--- src/rtl/pmem_pkg.sv ---
// Shared types and default geometry for the streaming-loaded program memory.
package pmem_pkg;

  localparam int unsigned DATA_W_DEF = 12;
  localparam int unsigned ADDR_W_DEF = 8;

  typedef enum logic [1:0] {
    IDLE = 2'd0,
    LOAD = 2'd1,
    DONE = 2'd2
  } state_e;

endpackage

--- src/rtl/pmem_array.sv ---
// DEPTH x DATA_W storage: one synchronous write port, one synchronous read port.
module pmem_array #(
  parameter int unsigned DATA_W = 12,
  parameter int unsigned ADDR_W = 8
) (
  input  logic              clk,
  input  logic              we,
  input  logic [ADDR_W-1:0] waddr,
  input  logic [DATA_W-1:0] wdata,
  input  logic              re,
  input  logic [ADDR_W-1:0] raddr,
  output logic [DATA_W-1:0] rdata
);

  localparam int unsigned DEPTH = 2 ** ADDR_W;

  logic [DATA_W-1:0] mem_q [DEPTH];
  logic [DATA_W-1:0] rdata_q;

  // Contents and read register are intentionally not reset.
  always_ff @(posedge clk) begin
    if (we) begin
      mem_q[waddr] <= wdata;
    end
    if (re) begin
      rdata_q <= mem_q[raddr];
    end
  end

  assign rdata = rdata_q;

endmodule

--- src/rtl/pmem_stream_loader.sv ---
// Program memory with a valid/ready burst loader, XOR burst checksum and a
// registered fetch port that is blocked while a burst is in progress.
module pmem_stream_loader
  import pmem_pkg::*;
#(
  parameter int unsigned DATA_W = DATA_W_DEF,
  parameter int unsigned ADDR_W = ADDR_W_DEF
) (
  input  logic              clk,
  input  logic              rst_n,
  input  logic              en,
  input  logic [ADDR_W-1:0] addr,
  output logic [DATA_W-1:0] instr,
  output logic              instr_valid,
  input  logic              load_start,
  input  logic [ADDR_W-1:0] load_base,
  input  logic [ADDR_W:0]   load_count,
  input  logic              load_abort,
  input  logic              load_valid,
  input  logic [DATA_W-1:0] load_data,
  output logic              load_ready,
  output logic              load_busy,
  output logic              load_done,
  output logic [DATA_W-1:0] load_csum
);

  localparam logic [ADDR_W:0]   REM_ONE = {{ADDR_W{1'b0}}, 1'b1};
  localparam logic [ADDR_W-1:0] PTR_ONE = {{(ADDR_W-1){1'b0}}, 1'b1};

  state_e            state_q, state_d;
  logic [ADDR_W-1:0] ptr_q, ptr_d;
  logic [ADDR_W:0]   rem_q, rem_d;
  logic [DATA_W-1:0] acc_q, acc_d;
  logic [DATA_W-1:0] csum_q, csum_d;
  logic              valid_q, valid_d;

  logic              mem_we;
  logic              fetch_re;
  logic [DATA_W-1:0] rdata;

  always_ff @(posedge clk or negedge rst_n) begin
    if (!rst_n) begin
      state_q <= IDLE;
      ptr_q   <= '0;
      rem_q   <= '0;
      acc_q   <= '0;
      csum_q  <= '0;
      valid_q <= 1'b0;
    end else begin
      state_q <= state_d;
      ptr_q   <= ptr_d;
      rem_q   <= rem_d;
      acc_q   <= acc_d;
      csum_q  <= csum_d;
      valid_q <= valid_d;
    end
  end

  // The checksum is published on entry to DONE so it is already valid
  // while load_done is high, and then holds until the next completed burst.
  always_comb begin
    state_d = state_q;
    ptr_d   = ptr_q;
    rem_d   = rem_q;
    acc_d   = acc_q;
    csum_d  = csum_q;
    mem_we  = 1'b0;
    unique case (state_q)
      IDLE: begin
        if (load_start) begin
          ptr_d = load_base;
          rem_d = load_count;
          acc_d = '0;
          if (load_count == '0) begin
            csum_d  = '0;
            state_d = DONE;
          end else begin
            state_d = LOAD;
          end
        end
      end
      LOAD: begin
        if (load_abort) begin
          state_d = IDLE;
        end else if (load_valid) begin
          mem_we = 1'b1;
          ptr_d  = ptr_q + PTR_ONE;
          rem_d  = rem_q - REM_ONE;
          acc_d  = acc_q ^ load_data;
          if (rem_q == REM_ONE) begin
            csum_d  = acc_q ^ load_data;
            state_d = DONE;
          end
        end
      end
      DONE: begin
        state_d = IDLE;
      end
      default: begin
        state_d = IDLE;
      end
    endcase
  end

  assign load_ready = (state_q == LOAD);
  assign load_busy  = (state_q != IDLE);
  assign load_done  = (state_q == DONE);
  assign load_csum  = csum_q;

  assign fetch_re = en & ~load_busy;
  assign valid_d  = fetch_re;

  // The read register only updates on a fetch; gating with the valid flag
  // yields the required zero output on non-fetch cycles and after reset.
  assign instr       = valid_q ? rdata : '0;
  assign instr_valid = valid_q;

  pmem_array #(
    .DATA_W(DATA_W),
    .ADDR_W(ADDR_W)
  ) u_array (
    .clk   (clk),
    .we    (mem_we),
    .waddr (ptr_q),
    .wdata (load_data),
    .re    (fetch_re),
    .raddr (addr),
    .rdata (rdata)
  );

endmodule

--- config.mk ---
export PLATFORM = sky130hd
export DESIGN_NAME = pmem_stream_loader
export DESIGN_NICKNAME = d
export VERILOG_FILES = /design/src/rtl/pmem_pkg.sv /design/src/rtl/pmem_array.sv /design/src/rtl/pmem_stream_loader.sv
export SDC_FILE = /design/constraint.sdc
export NUM_CORES = 2
export LEC_CHECK = 0
export ABC_AREA = 1
export CAP_MARGIN = 5
export CELL_PAD_IN_SITES_DETAIL_PLACEMENT = 0
export CELL_PAD_IN_SITES_GLOBAL_PLACEMENT = 1
export CORE_UTILIZATION = 30
export CTS_CLUSTER_DIAMETER = 80
export DETAILED_ROUTE_END_ITERATION = 8
export GPL_TIMING_DRIVEN = 0
export PLACE_DENSITY = 0.59
export REMOVE_ABC_BUFFERS = 1
export SETUP_SLACK_MARGIN = 0.5
export SLEW_MARGIN = 0
export SYNTH_ARGS = -nofsm -noshare
export SYNTH_HDL_FRONTEND = slang
export SYNTH_SLANG_ARGS = --single-unit
--- constraint.sdc ---
create_clock -name clk -period 3.7 [get_ports clk]
set_input_delay 0.37 -clock clk [delete_from_list [all_inputs] [get_ports clk]]
set_output_delay 0.37 -clock clk [all_outputs]
set_load 0.01 [all_outputs]
==> results.py <==
metrics = {
    "clocking": {
        "h-tree-depth": 5,
        "cts_tree": "yes",
        "cts_buffers": 338,
        "cts.clk_slew.worst_paths_ps": 60,
        "root_buffer": "clkbuf_16",
        "clock_tree.buffer_depth": 4,
        "cts.sinks": 3128,
        "insertion_delay_ps": 940,
    },
    "logic_synthesis": {
        "ys_ff_latch": 3128,
        "synth_edf_count": 3084,
        "yosysWarnings": 0,
        "synth_top_area_share_pct": 72.5,
        "synth_fa_ha_area_share_pct": 0.0588,
        "synth-xor-area-share_pct": 0.0137,
        "synth_common_cells": "nand2_1, edfxtp_1, nand3_1",
        "synth_area_leaders": "edfxtp_1, nand3_1, nand2_1",
        "syn_area_um2": 128000,
        "synth_area_per_cell_um2": 12.0,
        "ys.flop_type": "edfxtp_1",
        "yosysTopAreaCell": "edfxtp_1",
        "synth_top_family_by_area": "simple AND/OR/NAND/NOR gates",
        "synthMuxAreaShare_pct": 0,
        "yosysSeqAreaShare_pct": 73.4,
        "synth.most_common_cell": "nand2_1",
        "synthCells": 10600,
        "ys_async_sr_fraction_pct": 1.41,
        "synth_cell_type_count": 35,
        "yosys.area_share.simple_pct": 22.4,
        "synth-compound-area-share_pct": 0.308,
    },
    "sta": {
        "drv_slew": 0,
        "rsz0062_at_grt": "yes",
        "layout_setup_ws_ps": 356,
        "fin_crit_sh_pct": 90.4,
        "setup_viol": 0,
        "fin_crit_ps": 3340,
        "worstMarginPinSlew_ps": 1130,
        "maxSlewHeadroom_pct": 24.8,
        "final_hold_viol_count": 0,
        "fin_worst_skew_ps": 37.4,
        "fmax_ghz": 0.299,
    },
    "die": {
        "initial_core_util_pct": 30.1,
        "placement_rows": 239,
        "die_height_um": 654,
        "ios": 71,
        "die_area_um2": 428000,
        "die-width_um": 654,
        "core_area_um2": 424000,
    },
    "cells_and_area": {
        "fillers": 40800,
        "area_growth_pct": 17.2,
        "drive_gt1_share_pct": 10.1,
        "nNetsFinal": 10600,
    },
    "critical_path": {
        "arrival_ps": 3890,
        "cp.required_ps": 4240,
        "path_class": "reg -> reg",
        "cp-start-kind": "flop",
        "path_max_fanout": 16,
        "endpoint_kind": "flop",
    },
    "global_routing": {
        "grt_pass1_vias": 79100,
        "grt_pass1_wl_mm": 576,
        "overflow": 0,
        "grt_max_degree": 139,
        "grt_util_all_layers_pct": 18.5,
        "antenna_found_initial": 10,
    },
    "routing": {
        "vias": 83800,
        "vias_per_cell": 5.08,
        "wl_mm": 412,
        "routedWlPerCell_um": 25.0,
        "drtIter0Drc": 8588,
        "dr.pass1.iters": 6,
        "drtAntennaViolNets": 0,
        "drc": 0,
    },
    "run_status": {
        "status": "complete, no violations",
    },
    "place": {
        "place_hpwl_mm": 205,
        "port_buffers": 70,
        "pre_cts_ws_ps": -3670,
        "routabilityCongestion": 0.774,
    },
    "power": {
        "switching_power_w": 0.0199,
        "ir_drop_mv": 0.388,
        "leakage_nw": 51.1,
        "seqPwrFrac_pct": 49.2,
        "combPwrFrac_pct": 9.3,
        "power_frac_clock_pct": 41.5,
        "netSwitchingFraction_pct": 24.8,
        "p_total_w": 0.0805,
        "powerDensity_nw_per_um2": 538,
        "p_int_w": 0.0606,
    },
    "hold_path": {
        "hold_class": "in -> reg",
    },
    "run": {
        "drv_cap": 0,
    },
}
cells by family (layout without fill, tap and decap cells):
logic type,after synthesis,after routing
simple gates,6606,6607
flops,3128,3128
buf+inv,788,1018
compound gates,72,72
fa+ha+maj,6,6
xor+xnor,2,2
other cells,0,3
layout make-up:
type	instances	area, um^2	area share [%]
clock buffers	411	8930	5.97
diodes	3	7.51	0.00502
flip-flops and latches	3128	93700	62.6
inverters	65	315	0.211
repair inverters	1	5.00	0.00334
repair buffers	344	6700	4.48
multi-input cells	6687	31000	20.7
well taps	5663	7090	4.73
clock inverters	197	1870	1.25
power by group through the flow:
stage | sequential (W) | combinational (W) | clock, W
4_1_cts | 0.0396 | 0.00728 | 0.0339
6_report | 0.0396 | 0.00749 | 0.0334
3_3_place_gp | 0.0408 | 0.00826 | 0
2_1_floorplan | 0.0402 | 0.00307 | 0
3_5_place_dp | 0.0403 | 0.00647 | 0
5_1_grt | 0.0396 | 0.00801 | 0.0352
sequential cells by signal (all words and copies together), names as in the netlist:
signal and count:
u_array.mem_q 3072, acc_q 12, load_csum 12, u_array.rdata 12, rem_q 9, ptr_q 8
state_q 2, instr_valid 1
stage by stage:
step                      util (%)  hold slack, ps  std cells  TNS (ps)  area, um^2
after floorplan                  -            74.4       9879    -47100      123000
after global routing          35.3            90.4      16500         0      150000
final                         35.3            81.4      16500         0      150000
after CTS                     35.0            23.7      16500         0      149000
after detailed placement      31.5             269      15700  -1158080      134000
after global placement        30.9             487      15600         -      131000
layer usage:
| metal | up-vias | global-route usage, % | part of all wire [%] |
|---|---|---|---|
| met2 | 3080 | 30.2 | 47 |
| met3 | 627 | 2.38 | 6.7 |
| met5 | - | 0 | 0.0034 |
| met4 | 2 | 6.39 | 3.8 |
| li1 | 37700 | - | - |
| met1 | 42300 | 25.2 | 43 |
cells in the final DEF (no fill, tap or decap), types with 45 or more instances in the layout:
| cell | n |
|---|---|
| clkinv_1 | 84 |
| buf_16 | 90 |
| buf_12 | 53 |
| nor2_1 | 50 |
| bufbuf_16 | 45 |
| nor2_4 | 158 |
| nand2_1 | 3227 |
| clkbuf_1 | 59 |
| clkinv_2 | 46 |
| inv_1 | 55 |
| clkbuf_16 | 356 |
| edfxtp_1 | 3084 |
| buf_4 | 47 |
| clkdlybuf4s50_1 | 50 |
| nor2_2 | 102 |
| nand3_1 | 2989 |
path summary, 6_finish.rpt:
kind | from | end | slack [ps] | cells past startpoint
setup / recovery | ptr_q[6]$_DFFE_PN0P_ | u_array.mem_q[79][0]$_DFFE_PP_ | 360 | 4
hold / removal | load_base[6] | ptr_q[6]$_DFFE_PN0P_ | 80 | 3
setup reg to reg | ptr_q[6]$_DFFE_PN0P_ | u_array.mem_q[79][0]$_DFFE_PP_ | 360 | 4
hold reg to reg | load_csum[4]$_DFFE_PN0P_ | load_csum[4]$_DFFE_PN0P_ | 510 | 2
max in group asynchronous | rst_n | acc_q[11]$_DFFE_PN0P_ | 2370 | 4
min in group asynchronous | rst_n | rem_q[0]$_DFFE_PN0P_ | 470 | 4
critical path: stages, from the launching register on:
cell and delay, ps:
dfrtp_1 440, inv_1 80, nor2_1 710, nand2_2 790, nor2_2 860
timing repair:
action	4_1_cts	5_1_grt
cloned	57	12
hold endpoints to repair	634	0
setup buffers	65	21
hold buffers	16	0
resized for setup	373	124
setup endpoints to repair	3117	2612
pin swaps	42	14
Note: power is estimated with default switching activity, not from simulation.
